===== src/rtl/awg_pkg.sv =====
// Shared encodings and widths for the AWG front-panel control slice.
package awg_pkg;

   localparam int FREQ_W  = 12;
   localparam int AMP_W   = 3;
   localparam int PHASE_W = 8;

   localparam logic [AMP_W-1:0] AMP_RST = 3'd7;

   typedef enum logic [1:0] {
      MODE_FREQ  = 2'd0,
      MODE_AMP   = 2'd1,
      MODE_PHASE = 2'd2
   } mode_e;

endpackage


===== src/rtl/key_debounce.sv =====
// Raw active-low button -> 2-FF sync -> stability counter -> debounced level
// plus a one-cycle press pulse on each accepted 1->0 transition.
module key_debounce #(
   parameter int DEBOUNCE_CYCLES = 500000
) (
   input  logic clk,
   input  logic rst_n,
   input  logic key_n,
   output logic level,
   output logic press
);

   localparam int CW = $clog2(DEBOUNCE_CYCLES + 1);

   logic [1:0]    sync;
   logic [CW-1:0] cnt;

   always_ff @(posedge clk) begin
      if (!rst_n) begin
         sync  <= 2'b11;
         cnt   <= '0;
         level <= 1'b1;
         press <= 1'b0;
      end else begin
         sync  <= {sync[0], key_n};
         press <= 1'b0;
         if (sync[1] != level) begin
            // The flip happens on the DEBOUNCE_CYCLES-th consecutive differing sample.
            if (cnt == CW'(DEBOUNCE_CYCLES - 1)) begin
               level <= sync[1];
               cnt   <= '0;
               press <= ~sync[1];
            end else begin
               cnt <= cnt + 1'b1;
            end
         end else begin
            cnt <= '0;
         end
      end
   end

endmodule


===== src/rtl/awg_param_ctrl.sv =====
// Front-panel control: four debounced keys, FREQ/AMP/PHASE edit FSM, run toggle.
// Optional hold-to-repeat on up/down keys under AWG_PARAM_CTRL_AUTO_REPEAT_EN.
module awg_param_ctrl
   import awg_pkg::*;
#(
   parameter int                   DEBOUNCE_CYCLES = 500000,
   parameter logic [FREQ_W-1:0]    FREQ_MAX        = 12'd4095,
   parameter logic [FREQ_W-1:0]    FREQ_MIN        = 12'd1,
`ifdef AWG_PARAM_CTRL_AUTO_REPEAT_EN
   parameter int                   REPEAT_DELAY    = 1000000,
   parameter int                   REPEAT_PERIOD   = 200000,
`endif
   parameter logic [PHASE_W-1:0]   PHASE_STEP      = 8'd8
) (
   input  logic               clk,
   input  logic               rst_n,
   input  logic               key_mode_n,
   input  logic               key_up_n,
   input  logic               key_down_n,
   input  logic               key_run_n,
   output logic               en,
   output logic [FREQ_W-1:0]  state_freq,
   output logic [AMP_W-1:0]   state_amp,
   output logic [PHASE_W-1:0] state_phase,
   output logic [1:0]         mode
);

   localparam int K_MODE = 0;
   localparam int K_UP   = 1;
   localparam int K_DN   = 2;
   localparam int K_RUN  = 3;

   logic [3:0] key_raw, level, press;
   logic       step_up, step_dn;
   mode_e      mode_q, mode_d;

   assign key_raw = {key_run_n, key_down_n, key_up_n, key_mode_n};

   for (genvar k = 0; k < 4; k++) begin : g_key
      key_debounce #(.DEBOUNCE_CYCLES(DEBOUNCE_CYCLES)) u_key (
         .clk   (clk),
         .rst_n (rst_n),
         .key_n (key_raw[k]),
         .level (level[k]),
         .press (press[k])
      );
   end

`ifdef AWG_PARAM_CTRL_AUTO_REPEAT_EN
   localparam int RMAX = (REPEAT_DELAY > REPEAT_PERIOD) ? REPEAT_DELAY : REPEAT_PERIOD;
   localparam int RW   = $clog2(RMAX + 1);

   logic [RW-1:0] rpt_cnt;
   logic          rpt_periodic, held_up, held_dn, rpt_fire;

   assign held_up  = ~level[K_UP] &  level[K_DN];
   assign held_dn  =  level[K_UP] & ~level[K_DN];
   assign rpt_fire = (held_up | held_dn) & ~press[K_MODE] &
                     (rpt_cnt == (rpt_periodic ? RW'(REPEAT_PERIOD) : RW'(REPEAT_DELAY)));

   // Counter sits at 0 on the press cycle, so the first repeat lands REPEAT_DELAY later.
   always_ff @(posedge clk) begin
      if (!rst_n || !(held_up || held_dn) || press[K_MODE]) begin
         rpt_cnt      <= '0;
         rpt_periodic <= 1'b0;
      end else if (rpt_fire) begin
         rpt_cnt      <= RW'(1);
         rpt_periodic <= 1'b1;
      end else begin
         rpt_cnt <= rpt_cnt + 1'b1;
      end
   end

   assign step_up = press[K_UP] | (rpt_fire & held_up);
   assign step_dn = press[K_DN] | (rpt_fire & held_dn);
`else
   assign step_up = press[K_UP];
   assign step_dn = press[K_DN];
`endif

   always_ff @(posedge clk) begin
      if (!rst_n) mode_q <= MODE_FREQ;
      else        mode_q <= mode_d;
   end

   always_comb begin
      mode_d = mode_q;
      if (press[K_MODE]) begin
         case (mode_q)
            MODE_FREQ: mode_d = MODE_AMP;
            MODE_AMP:  mode_d = MODE_PHASE;
            default:   mode_d = MODE_FREQ;
         endcase
      end
   end

   assign mode = mode_q;

   // A mode step suppresses any up/down edit in the same cycle.
   always_ff @(posedge clk) begin
      if (!rst_n) begin
         en          <= 1'b0;
         state_freq  <= FREQ_MIN;
         state_amp   <= AMP_RST;
         state_phase <= '0;
      end else begin
         if (press[K_RUN]) en <= ~en;
         if (!press[K_MODE] && (step_up ^ step_dn)) begin
            case (mode_q)
               MODE_FREQ: begin
                  if (step_up) begin
                     if (state_freq < FREQ_MAX) state_freq <= state_freq + 1'b1;
                  end else if (state_freq > FREQ_MIN) begin
                     state_freq <= state_freq - 1'b1;
                  end
               end
               MODE_AMP: begin
                  if (step_up) begin
                     if (state_amp != '1) state_amp <= state_amp + 1'b1;
                  end else if (state_amp != '0) begin
                     state_amp <= state_amp - 1'b1;
                  end
               end
               MODE_PHASE: begin
                  if (step_up) state_phase <= state_phase + PHASE_STEP;
                  else         state_phase <= state_phase - PHASE_STEP;
               end
               default: ;
            endcase
         end
      end
   end

endmodule

===== config.mk =====
export PLATFORM = sky130hd
export DESIGN_NAME = awg_param_ctrl
export DESIGN_NICKNAME = d
export VERILOG_FILES = /design/src/rtl/awg_pkg.sv /design/src/rtl/key_debounce.sv /design/src/rtl/awg_param_ctrl.sv
export SDC_FILE = /design/constraint.sdc
export NUM_CORES = 1
export LEC_CHECK = 0
export CORE_ASPECT_RATIO = 0.75
export CORE_MARGIN = 3
export CORE_UTILIZATION = 59
export CTS_CLUSTER_SIZE = 12
export DETAILED_ROUTE_END_ITERATION = 12
export GPL_ROUTABILITY_DRIVEN = 0
export PLACE_DENSITY = 0.88
export SETUP_SLACK_MARGIN = 0.05
export SLEW_MARGIN = 0
export SYNTH_ARGS = -nofsm -noshare
export SYNTH_HDL_FRONTEND = slang
export SYNTH_SLANG_ARGS = --single-unit

===== constraint.sdc =====
create_clock -name clk -period 2.7 [get_ports clk]
set_clock_uncertainty 0.1 [all_clocks]
set_input_delay 0.405 -clock clk [delete_from_list [all_inputs] [get_ports clk]]
set_output_delay 0.405 -clock clk [all_outputs]
set_load 0.01 [all_outputs]

==> impl_metrics.tcl, run 1 <==
set metrics [dict create \
    outcome "finished clean" \
    drv_slew 0 \
    finalCritPeriodShare_pct 84.8 \
    cp_top_family "simple AND/OR/NAND/NOR gates" \
    cp_max_fo 9 \
    ctsHoldBuffers 0 \
    ant_nets 0 \
    cp_cell_sequence "inv_1 > ha_1 > nor2_1 > nor4_1 > a211o_1 > or4_1 > a21oi_1" \
    grt_pass1_vias 4165 \
    max_freq_mhz 437 \
    post_cts_buffers 0 \
    antenna_found_initial 0 \
    drive_above_1_share_pct 5.49 \
    switchingPower_uw 740 \
    relSlewSlack_pct 48.9 \
    clock_path_buffers 2 \
    drv_cap 0 \
    finalSetupTns_ns 0 \
    dieArea_sq_um 9960 \
    async_flop_share_pct 0 \
    synth_top_flop_cell "dfxtp_1" \
    cp_slowest_cell "or4_1" \
    swShare_pct 19.9 \
    critPathLaunchType "register" \
    cts.sink_count 115 \
    required_ns 2.94 \
    reg2reg_setup_slack_ns 0.41 \
    p_clk_share_pct 52.9 \
    critical_path_class "reg2reg" \
    initial_utilization_pct 63.2 \
    comb_power_share_pct 1.1 \
    h-tree-depth 4 \
    cts_tree "yes" \
    crit_start "state_freq[0]$_SDFFE_PN1P_" \
    period_minus_slack_ns 2.29 \
    path_buf_inv 1 \
    yosysSeqAreaShare_pct 44.4 \
    fillers 572 \
    wl_per_cell_um 14.5 \
    grt_usage_pct 23.5 \
    dpl.hpwl_um 7330 \
    path_clk_slew_ns 0.05 \
    area_growth_pct 17.0 \
    p_per_area_nw_per_um2 615 \
    grt_max_degree 20 \
    core_sq_um 8200 \
    setup_viol 0 \
    p_int_mw 2.99 \
    die_h_um 87.2 \
    ys_warn_count 0 \
    routed.top_layer "met4" \
    hold_depth 1 \
    worst_ir_drop_vdd_mv 0.811 \
    numCtsBuffers 17 \
    antennaDiodeCount 0 \
    rsz0062_at_grt "no" \
    fin_nets 645 \
    drt-met1-wl_um 4920 \
    syn_inst 594 \
    r2r_end "state_freq[10]$_SDFFE_PN0P_" \
    row_count 28 \
    pin_count 32 \
    drt_wl_total_um 10700 \
    vias 4239 \
    cp.arrival_ns 2.53 \
    synth_edf_count 0 \
    wl_met2_um 4990 \
    worst_path_largest_cell_delay_ns 0.52 \
    hp-class "reg2reg" \
    drc_errors 0 \
    syn_area_sq_um 5180 \
    crit_path_end "state_freq[10]$_SDFFE_PN0P_" \
    postSynthAreaPerCell_sq_um 8.73 \
    p_seq_share_pct 46.0 \
    p_leak_nw 2.10 \
    hold_viol 0 \
    synth_seq_cells 115 \
    r2r-start "state_freq[0]$_SDFFE_PN1P_" \
    path_depth 7 \
    cts_resized 0 \
    grt_pass1_wl_um 18800 \
    routed-wl-met3_um 618 \
    grt_overflow 0 \
    tightest_slew_ns 0.761 \
    worstSkewPairLatency_ns 0.41 \
    synth_cell_types 45 \
    end_kind "register" \
    routed_via_density 5.71 \
    drt-initial-drc-count 377 \
    dr.pass1.iters 5 \
    utilization_pct 74.0 \
    die_x_um 114 \
    cts_root_buf "clkbuf_16" \
    port_buffers 28 \
    ff2ff_path_depth 7 \
]
==> kinds of logic after synthesis <==
family | after synthesis | synth area share, %
and+or+nand+nor | 301 | 29.1
adders and majority gates | 12 | 3.19
DFF | 115 | 44.4
other | 1 | 0.0723
buffers and inverters | 31 | 2.49
xor gates and xnor gates | 83 | 14.0
AOI/OAI and AO/OA | 40 | 4.66
muxes | 11 | 2.12
==> worst min path at each step <==
stage	startpoint	endpoint
5_1_grt	g_key[2].u_key.sync[0]$_SDFF_PN1_	g_key[2].u_key.sync[1]$_SDFF_PN1_
3_3_place_gp	g_key[3].u_key.sync[0]$_SDFF_PN1_	g_key[3].u_key.sync[1]$_SDFF_PN1_
2_1_floorplan	g_key[0].u_key.sync[0]$_SDFF_PN1_	g_key[0].u_key.sync[1]$_SDFF_PN1_
3_5_place_dp	g_key[2].u_key.sync[0]$_SDFF_PN1_	g_key[2].u_key.sync[1]$_SDFF_PN1_
4_1_cts	g_key[2].u_key.sync[0]$_SDFF_PN1_	g_key[2].u_key.sync[1]$_SDFF_PN1_
6_report	g_key[2].u_key.sync[0]$_SDFF_PN1_	g_key[2].u_key.sync[1]$_SDFF_PN1_
==> state kept, by name (all words and copies together) (netlist names) <==
| signal | cells |
|---|---|
| en | 1 |
| g_key.u_key.cnt | 76 |
| g_key.u_key.level | 4 |
| g_key.u_key.press | 4 |
| g_key.u_key.sync | 8 |
| mode | 2 |
| state_amp | 3 |
| state_freq | 12 |
| state_phase | 5 |
==> metal layers <==
metal / up-vias / global-route usage, %
met5: - / 0
met4: 0 / 9.82
met3: 27 / 6.94
met2: 125 / 37.7
met1: 1998 / 29.6
li1: 2089 / -
==> cells in the mapped netlist, types with 2 or more instances <==
cell,number,share of area (%)
nor4_1,9,1.1
or2_2,3,0.36
o21ai_0,12,1.2
clkbuf_1,16,1.2
xnor2_1,38,6.4
and4_1,11,1.9
or3_1,7,0.84
nand2_1,49,3.5
nor2_1,103,7.5
inv_1,11,0.80
nor4b_1,3,0.51
nand3_1,33,3.2
nand4_1,18,2.2
mux2i_1,11,2.1
buf_4,3,0.43
ha_1,10,2.4
nor2b_1,2,0.24
nand4b_1,2,0.34
fa_1,2,0.77
dfxtp_1,115,44
nor3b_1,3,0.43
and3_1,18,2.2
nand2b_1,11,1.3
or4_1,2,0.29
a21o_1,3,0.43
nand3b_1,3,0.43
nor3_1,18,1.7
and2_1,2,0.24
xor2_1,45,7.6
a21oi_1,16,1.5
==> through the flow <==
step,cell area [sq um],total power [mW],std cells,hold WS [ns],worst slack (ns)
floorplan,5190,1.77,596,0.286,0.314
global placement,5550,1.79,713,0.293,0.496
detailed placement,5550,1.79,713,0.307,0.380
CTS,6060,3.75,743,0.321,0.431
global route,6060,3.86,743,0.349,0.228
finish,6060,3.73,743,0.323,0.410
==> final cells by class <==
| type | instances | area [sq um] | area share (%) |
|---|---|---|---|
| inverters | 11 | 41.3 | 0.681 |
| repair buffers | 32 | 310 | 5.12 |
| well taps | 105 | 131 | 2.17 |
| clock buffers | 23 | 458 | 7.55 |
| clock inverters | 7 | 60.1 | 0.990 |
| multi-input cells | 450 | 2760 | 45.5 |
| flip-flops and latches | 115 | 2300 | 38.0 |
==> layout by cell type (no fill, tap or decap), drive strengths merged, types with 6 or more instances in the layout <==
cell type,n
nand4,18
clkinv,6
nand3,33
nor2,103
o21ai,12
or3,7
xor2,45
dfxtp,115
xnor2,38
mux2i,11
clkdlybuf4s50,28
nand2,49
a21oi,16
nor4,9
nand2b,11
nor3,18
clkbuf,23
ha,10
inv,11
and4,11
and3,18
==> power groups by stage <==
stage | Sequential (mW) | Clock, mW | Combinational (mW)
final | 1.71 | 1.97 | 0.0422
after floorplan | 1.74 | 0 | 0.0297
after detailed placement | 1.75 | 0 | 0.0421
after global routing | 1.71 | 2.10 | 0.0472
after CTS | 1.71 | 1.99 | 0.0424
after global placement | 1.75 | 0 | 0.0406
Power figures use the tool's default switching activity.
==> inputs of run 2 (changes only) <==
Settings changed: CORE_UTILIZATION 59 to 53, PLACE_DENSITY 0.88 to 0.84.
Clock period 2.7 ns to 2 ns, I/O delays scaled along.
==> impl_metrics.tcl, run 2 (synthesis results as in run 1) <==
set metrics [dict create \
    outcome "finished with violations" \
    violations "negative setup slack" \
    regMostFlops "g_key.u_key.cnt" \
    cts.sink_count 115 \
    tightest_slew_ns 0.638 \
    p_clk_share_pct 56.8 \
    finalCritPeriodShare_pct 103 \
    switchingPower_mw 1.05 \
    numCtsBuffers 17 \
    reg2reg_setup_slack_ns -0.05 \
    p_int_mw 4.43 \
    pre_cts_slack_ns -0.0443 \
    worst_ir_drop_vdd_mv 0.640 \
    worst_path_largest_cell_delay_ns 0.44 \
    fin_nets 668 \
    antennaDiodeCount 0 \
    crit_start "g_key[1].u_key.press$_SDFF_PN0_" \
    dpl.hpwl_um 7420 \
    ff2ff_path_depth 7 \
    critical_path_class "reg2reg" \
    cp.arrival_ns 2.20 \
    grt_overflow 0 \
    grt_max_degree 20 \
    drv_slew 0 \
    final_common_cell "dfxtp_1" \
    cp_slowest_cell "or4_4" \
    drt-initial-drc-count 388 \
    required_ns 2.15 \
    cp_cell_sequence "xnor2_2 > or4_4 > buf_4 > a211oi_4 > buf_6 > mux2i_1 > nor2_1" \
    cts_root_buf "clkbuf_16" \
    largest_reg_flops 76 \
    die_x_um 120 \
    comb_power_share_pct 1.1 \
    path_buf_inv 2 \
    p_seq_share_pct 42.1 \
    cts_tree "yes" \
    dieArea_sq_um 11000 \
    initial_utilization_pct 55.9 \
    critPathLaunchType "register" \
    whs_ns 0.304 \
    hold_depth 1 \
    fillers 647 \
    worstSkewPairLatency_ns 0.41 \
    area_growth_pct 26.8 \
    rsz0062_at_grt "yes" \
    clock_path_buffers 2 \
    p_leak_nw 2.31 \
    hold_viol 0 \
    setup_slack_ns -0.0526 \
    port_buffers 28 \
    drc_errors 0 \
    min_from "g_key[2].u_key.sync[0]$_SDFF_PN1_" \
    pin_count 32 \
    grt_pass1_wl_um 19700 \
    max_freq_mhz 487 \
    drt_wl_total_um 12100 \
    hp-class "reg2reg" \
    swShare_pct 19.2 \
    stdcell_count 791 \
    vias 4481 \
    dr.pass1.iters 5 \
    row_count 30 \
    core_sq_um 9270 \
    cp_top_family "simple AND/OR/NAND/NOR gates" \
    r2r_end "state_freq[1]$_SDFFE_PN0P_" \
    path_clk_slew_ns 0.05 \
    ant_nets 0 \
    final_cell_mix "dfxtp_1, nor2_1, nand2_1, xor2_1, xnor2_1" \
    r2r-start "g_key[1].u_key.press$_SDFF_PN0_" \
    drv_cap 0 \
    wl_per_cell_um 15.3 \
    antenna_found_initial 0 \
    grt_usage_pct 22.0 \
    top_regs "g_key.u_key.cnt x76, state_freq x12, g_key.u_key.sync x8" \
    period_minus_slack_ns 2.05 \
    p_per_area_nw_per_um2 834 \
    drive_above_1_share_pct 13.9 \
    grt_pass1_vias 4416 \
    relSlewSlack_pct 57.4 \
    end_kind "register" \
    min_to "g_key[2].u_key.sync[1]$_SDFF_PN1_" \
    setup_viol 2 \
    routed_via_density 5.66 \
    die_h_um 91.7 \
    ctsHoldBuffers 0 \
    dp_cells 749 \
    h-tree-depth 4 \
    cp_max_fo 6 \
]
[run 2: worst max-delay path by stage]
| stage | to | slack [ns] | cells after the start |
|---|---|---|---|
| floorplan | state_phase[7]$_SDFFE_PN0P_ | 0.01 | 9 |
| global placement | state_freq[8]$_SDFFE_PN0P_ | 0.03 | 5 |
| detailed placement | state_freq[8]$_SDFFE_PN0P_ | -0.04 | 7 |
| CTS | state_freq[10]$_SDFFE_PN0P_ | -0.009 | 5 |
| global route | state_freq[1]$_SDFFE_PN0P_ | -0.09 | 7 |
| finish | state_freq[1]$_SDFFE_PN0P_ | -0.05 | 7 |
[run 2: timing repair]
action / 4_1_cts / 5_1_grt
gates resized for setup: 9 / 30
pin swaps: 5 / 1
buffers inserted: 6 / 3
gates cloned: 1 / 0
setup endpoints to repair: 14 / 53
[run 2: cell type report]
class / count / area, sq um / share of cell area (%)
clock buffer: 22 / 454 / 6.91
inverter: 11 / 48.8 / 0.742
timing repair buffer: 55 / 537 / 8.16
sequential: 115 / 2320 / 35.2
tap: 128 / 160 / 2.44
clock inverter: 10 / 156 / 2.38
multi-input combinational: 450 / 2900 / 44.1
[run 2: stage by stage]
stage | TNS, ns | instance area [sq um] | util [%] | total power, mW
2_1_floorplan | 0 | 5230 | - | 2.39
3_3_place_gp | 0 | 5710 | 61.6 | 2.41
3_5_place_dp | -0.102 | 5710 | 61.6 | 2.42
4_1_cts | -0.00928 | 6450 | 69.5 | 5.52
5_1_grt | -0.185 | 6580 | 70.9 | 5.64
6_report | -0.0581 | 6580 | 70.9 | 5.48
[run 2: power by group through the flow]
| stage | registers, mW | logic, mW | clock network, mW |
|---|---|---|---|
| 2_1_floorplan | 2.35 | 0.0402 | 0 |
| 3_3_place_gp | 2.36 | 0.0577 | 0 |
| 3_5_place_dp | 2.36 | 0.0602 | 0 |
| 4_1_cts | 2.31 | 0.0610 | 3.16 |
| 5_1_grt | 2.31 | 0.0685 | 3.27 |
| 6_report | 2.31 | 0.0621 | 3.11 |
[run 2: metal layers]
layer	global-route usage, %	vias to the layer above	wire length, um
met5	0	-	0
met4	10.9	0	304
met3	7.15	33	722
met2	36.2	168	5790
met1	25.8	2131	5300
li1	-	2149	-
==> inputs of run 3 (changes only) <==
--- a/constraint.sdc
+++ b/constraint.sdc
@@ -4,2 +4,2 @@
 set_output_delay 0.3 -clock clk [all_outputs]
-set_load 0.01 [all_outputs]
+set_load 0.005 [all_outputs]
==> impl_metrics.tcl, run 3 (synthesis results as in run 1) <==
set metrics [dict create \
    p_per_area_nw_per_um2 836 \
    grt_pass1_vias 4196 \
    grt_overflow 0 \
    setup_viol 1 \
    pin_count 32 \
    setup_slack_ns -0.0105 \
    final_cell_mix "dfxtp_1, nor2_1, nand2_1, xor2_1, xnor2_1" \
    grt_max_degree 21 \
    multi_input_area_sq_um 2870 \
    switchingPower_mw 1.05 \
    drive_above_1_share_pct 12.3 \
    regMostFlops "g_key.u_key.cnt" \
    finalSetupTns_ns -0.0105 \
    finalCritPeriodShare_pct 101 \
    clock_path_buffers 2 \
    dpl.hpwl_um 7530 \
    cp_top_family "simple AND/OR/NAND/NOR gates" \
    top_regs "g_key.u_key.cnt x76, state_freq x12, g_key.u_key.sync x8" \
    drv_cap 0 \
    p_int_mw 4.36 \
    fin_nets 663 \
    drt_wl_total_um 11500 \
    path_clk_slew_ns 0.05 \
    critPathLaunchType "register" \
    violations "negative setup slack" \
    cp_slowest_cell "or4_1" \
    drt-initial-drc-count 281 \
    worstSkewPairLatency_ns 0.41 \
    hold_viol 0 \
    outcome "finished with violations" \
    antennaDiodeCount 0 \
    hp-class "reg2reg" \
    die_h_um 91.7 \
    numCtsBuffers 17 \
    max_freq_mhz 497 \
    initial_utilization_pct 55.9 \
    vias 4340 \
    cts_root_buf "clkbuf_16" \
    h-tree-depth 4 \
    relSlewSlack_pct 62.6 \
    tightest_slew_ns 0.559 \
    comb_power_share_pct 1.1 \
    end_kind "register" \
    rsz0062_at_grt "yes" \
    area_growth_pct 24.9 \
    fillers 688 \
    worst_ir_drop_vdd_mv 0.562 \
    required_ns 2.23 \
    period_minus_slack_ns 2.01 \
    port_buffers 28 \
    antenna_found_initial 0 \
    grt_pass1_wl_um 18600 \
    cts.sink_count 115 \
    ant_nets 0 \
    drv_slew 0 \
    cp_max_fo 8 \
    dr.pass1.iters 4 \
    p_leak_nw 2.28 \
    p_clk_share_pct 56.3 \
    grt_usage_pct 20.8 \
    routed_via_density 5.53 \
    die_x_um 120 \
    p_seq_share_pct 42.6 \
    whs_ns 0.304 \
    cp_cell_sequence "inv_1 > ha_2 > nor2_4 > nor4_4 > a211o_4 > or4_1 > a21oi_1" \
    drc_errors 0 \
    dieArea_sq_um 11000 \
    path_buf_inv 1 \
    core_sq_um 9270 \
    row_count 30 \
    final_common_cell "dfxtp_1" \
    cp.arrival_ns 2.24 \
    wl_per_cell_um 14.7 \
    cts_tree "yes" \
    critical_path_class "reg2reg" \
    swShare_pct 19.4 \
    worst_path_largest_cell_delay_ns 0.40 \
    largest_reg_flops 76 \
    regArea_sq_um 2320 \
]
[run 3: cell types whose count changed in the layout (fill, tap and decap cells not counted), moves of 2 or more]
| cell | before | now |
|---|---|---|
| clkbuf_1 | 4 | 1 |
| o21ai_0 | 8 | 11 |
| o21ai_1 | 4 | 1 |
| buf_4 | 23 | 19 |
| dfxtp_2 | 6 | 2 |
| a21oi_2 | 5 | 2 |
| a21oi_1 | 11 | 14 |
| dfxtp_1 | 107 | 110 |
| clkbuf_8 | 1 | 3 |
| or3_4 | 2 | 0 |
| nor3_1 | 17 | 15 |
| nor3_2 | 1 | 3 |
| or3_1 | 5 | 7 |
[run 3: metrics by stage]
stage	utilization, %	area [sq um]	power (mW)	std cells	setup slack (ns)
4_1_cts	68.5	6350	5.45	780	-0.0348
2_1_floorplan	-	5230	2.39	596	0.0131
5_1_grt	69.8	6470	5.55	785	-0.0605
3_3_place_gp	61.6	5710	2.41	749	-0.0281
6_report	69.8	6470	5.41	785	-0.0105
3_5_place_dp	61.6	5710	2.42	749	-0.110
[run 3: worst reg2reg max path, stage by stage, from the launching register on]
cell and delay [ns]:
dfxtp_4 0.38, inv_1 0.09, ha_2 0.21, nor2_4 0.15
nor4_4 0.07, a211o_4 0.38, or4_1 0.40, a21oi_1 0.14
[run 3: area by class of cell]
| type | count | share of cell area (%) |
|---|---|---|
| clock buffers | 21 | 7.27 |
| clock inverters | 10 | 2.03 |
| repair buffers | 50 | 7.32 |
| inverters | 11 | 0.754 |
| well taps | 128 | 2.47 |
| flip-flops and latches | 115 | 35.8 |
| multi-input cells | 450 | 44.4 |
[run 3: final timing paths]
| check | from | to | slack, ns | cells after the start |
|---|---|---|---|---|
| worst max-delay path | state_freq[1]$_SDFFE_PN0P_ | state_freq[10]$_SDFFE_PN0P_ | -0.01 | 7 |
| worst min-delay path | g_key[3].u_key.sync[0]$_SDFF_PN1_ | g_key[3].u_key.sync[1]$_SDFF_PN1_ | 0.30 | 1 |
| worst max register to register | state_freq[1]$_SDFFE_PN0P_ | state_freq[10]$_SDFFE_PN0P_ | -0.01 | 7 |
| worst min register to register | g_key[3].u_key.sync[0]$_SDFF_PN1_ | g_key[3].u_key.sync[1]$_SDFF_PN1_ | 0.30 | 1 |
[run 3: power groups by stage]
stage                     Combinational, mW  Clock (mW)  Sequential, mW
after global routing                 0.0642        3.18            2.31
after CTS                            0.0584        3.08            2.31
after global placement               0.0567           0            2.36
after detailed placement             0.0580           0            2.36
after floorplan                      0.0389           0            2.36
final                                0.0587        3.05            2.31
[run 3: per-layer routing]
| layer | wire length [um] | GRT usage, % | share of wire, % |
|---|---|---|---|
| met3 | 540 | 6.29 | 4.7 |
| met4 | 250 | 9.53 | 2.2 |
| met1 | 5040 | 24.6 | 44 |
| met5 | 0 | 0 | 0 |
| met2 | 5680 | 34.9 | 49 |
[run 3: what timing repair did]
| action | in CTS | in global routing |
|---|---|---|
| pin swaps | 2 | 12 |
| hold buffers | 0 | 0 |
| gates resized for setup | 7 | 22 |
| endpoints found under the setup margin | 14 | 34 |
| setup buffers | 0 | 5 |
| hold endpoints to repair | 0 | 0 |
| gates cloned | 0 | 0 |
==> RTL edit: new RTL, config.mk and constraints of run 3 <==
Build with the macro `AWG_PARAM_CTRL_AUTO_REPEAT_EN` defined.
--- a/src/rtl/awg_param_ctrl.sv
+++ b/src/rtl/awg_param_ctrl.sv
@@ -1,4 +1,6 @@
 // Front-panel control: four debounced keys, FREQ/AMP/PHASE edit FSM, run toggle.
 // Optional hold-to-repeat on up/down keys under AWG_PARAM_CTRL_AUTO_REPEAT_EN.
+`define AWG_PARAM_CTRL_AUTO_REPEAT_EN
+
 module awg_param_ctrl
    import awg_pkg::*;
Behaviour: no difference found for any inputs over 10 cycles, from zero or initial values and one cycle with rst_n low; that may be too few to reach the edited logic, so the function may still have changed.
==> RTL edit against run 3 <==
The flow still finishes with violations (negative setup slack); core utilization increased by 5.3 points; sequential share of layout area decreased by 4.7 points; critical path depth rose by 3; worst setup slack worse by 0.85 ns; first-iteration DRC count grew 56%; area after synthesis rose by 25%; routed wire length grew 62%; die area rose by 23%; sequential cell count is 21 higher; via count is 42% higher; power grew 14%; final area rose by 36%; count of clock-buffer cells in the layout fell by 2; highest routed layer unchanged.
==> RTL edit: results (changes against run 3) <==
| Metric | Value |
|---|---|
| Status | `complete, but fails checks` |
| Failing checks | `negative setup slack` |
| Worst path top cell family by delay | `simple AND/OR/NAND/NOR gates` |
| Total CTS buffers | `17 (unchanged)` |
| Biggest regs | `g_key.u_key.cnt (76), rpt_cnt (20), state_freq (12)` |
| Final nets | `896 (+35%)` |
| Detailed placer's ending HPWL | `11,000 um (+46%)` |
| CP peak stage delay | `0.44 ns (+0.04 ns)` |
| Setup violators final | `39 (+38)` |
| First-pass GRT wire length | `29,300 um (+57%)` |
| Synth area leaders | `dfxtp_1, nor2_1, xnor2_1` |
| Critical-path maximum fanout | `3 (-5)` |
| Syn. warnings | `0 (unchanged)` |
| Layout cells sized above 1 | `22.6% (+10 points)` |
| Via density | `5.85 (+5.9%)` |
| Clock Latency Late Sink | `0.43 ns (+0.02 ns)` |
| Clock transition at path regs | `about 0.060 ns` |
| Largest net degree at the start of global routing | `46 (+120%)` |
| GR Util All Layers | `26.6% (+5.8 points)` |
| CP max-delay cell | `nor4b_2` |
| Initial antenna violation count | `0 (unchanged)` |
| H-tree depth | `4 (unchanged)` |
| Drt pass-1 iters | `5 (+1)` |
| Max clock buf depth | `2 (unchanged)` |
| Pre-CTS setup slack | `-0.756 ns (-0.646 ns)` |
| Post-synth ARST share | `0% (unchanged)` |
| VDD IR max | `0.581 mV (+3.3%)` |
| Initial drt markers | `439 (+56%)` |
| Worst relative slew slack | `64.2% (+1.6 points)` |
| Vias in the first global route | `6,121 (+46%)` |
| Distinct cell type count after synthesis | `56 (+24%)` |
| Final WS setup | `-0.859 ns (-0.848 ns)` |
| Register area share after synthesis | `42.1% (-2.3 points)` |
| Worst min path class | `input pin to register` |
| Crit path DAT | `3.11 ns (+0.87 ns)` |
| Total wire length | `18,600 um (+62%)` |
| Leakage | `0.00317 uW (+40%)` |
| N_diodes | `0 (unchanged)` |
| Commonest cells in the synthesized netlist | `nor2_1, dfxtp_1, nand2_1, xnor2_1, xor2_1` |
| Root Buffer | `clkbuf_16` |
| # port buffers | `28 (unchanged)` |
-- RTL edit: worst reg2reg max path: cells and delay by family, from the launching register on --
family,cells,cell delay (ns)
AND/OR/NAND/NOR,3,1.17
AO/OA/AOI/OAI,4,0.82
flip-flops,1,0.35
adder cells (fa/ha/maj),1,0.17
multiplexers,1,0.11
XOR/XNOR,1,0.07
-- RTL edit: logic make-up after synthesis --
logic type | Yosys count | share of synthesized area [%]
other | 1 | 0.0579
AND/OR/NAND/NOR | 388 | 29.7
XOR/XNOR | 95 | 12.9
multiplexers | 27 | 4.25
adder cells (fa/ha/maj) | 14 | 2.71
flip-flops | 136 | 42.1
buffers and inverters | 49 | 3.23
AO/OA/AOI/OAI | 43 | 5.12
-- RTL edit: where the power goes --
part,total (uW),internal (uW),switching [uW],leakage [uW]
combinational,70.5,26.7,43.8,0.00176
sequential,2720,2710,6.54,0.00110
clock,3370,2060,1300,0.000311
-- RTL edit: area by class of cell --
cell class,count,area (um^2)
well taps,162,203
fillers,736,2920
clock buffers,19,453
flip-flops and latches,136,2740
repair buffers,126,1170
multi-input cells,571,3990
inverters,24,92.6
clock inverters,13,180
-- RTL edit: metrics by stage --
step           util [%]  TNS [ns]  power, uW  cells  instance area [um^2]
2_1_floorplan         -     -6.77       2830    755                  6760
3_3_place_gp       66.3     -9.25       2850   1006                  7780
3_5_place_dp       66.3    -11.44       2850   1006                  7780
4_1_cts            73.5    -10.60       6180   1045                  8630
5_1_grt            75.2    -19.64       6290   1051                  8830
6_report           75.2    -17.06       6160   1051                  8830
-- RTL edit: path summary, 6_finish.rpt --
path | startpoint | to | slack (ns) | cells after the start
max | rpt_cnt[14] | state_phase[7] | -0.86 | 10
min | key_up_n | g_key[1].u_key.sync[0] | 0.33 | 2
max reg2reg | rpt_cnt[14] | state_phase[7] | -0.86 | 10
min reg2reg | g_key[3].u_key.sync[0] | g_key[3].u_key.sync[1] | 0.33 | 1
-- RTL edit: repair_timing --
| action | in CTS | in global routing |
|---|---|---|
| gates cloned | 2 | 2 |
| resized for setup | 26 | 29 |
| endpoints found under the setup margin | 60 | 87 |
| pin swaps | 6 | 10 |
| hold endpoints to repair | 0 | 0 |
| setup buffers | 5 | 4 |
-- RTL edit: metal layers --
metal	track usage (%)	share of wire [%]
met3	7.25	6.3
met4	12.4	4.2
met5	0	0
met1	30.7	39
met2	46.8	50
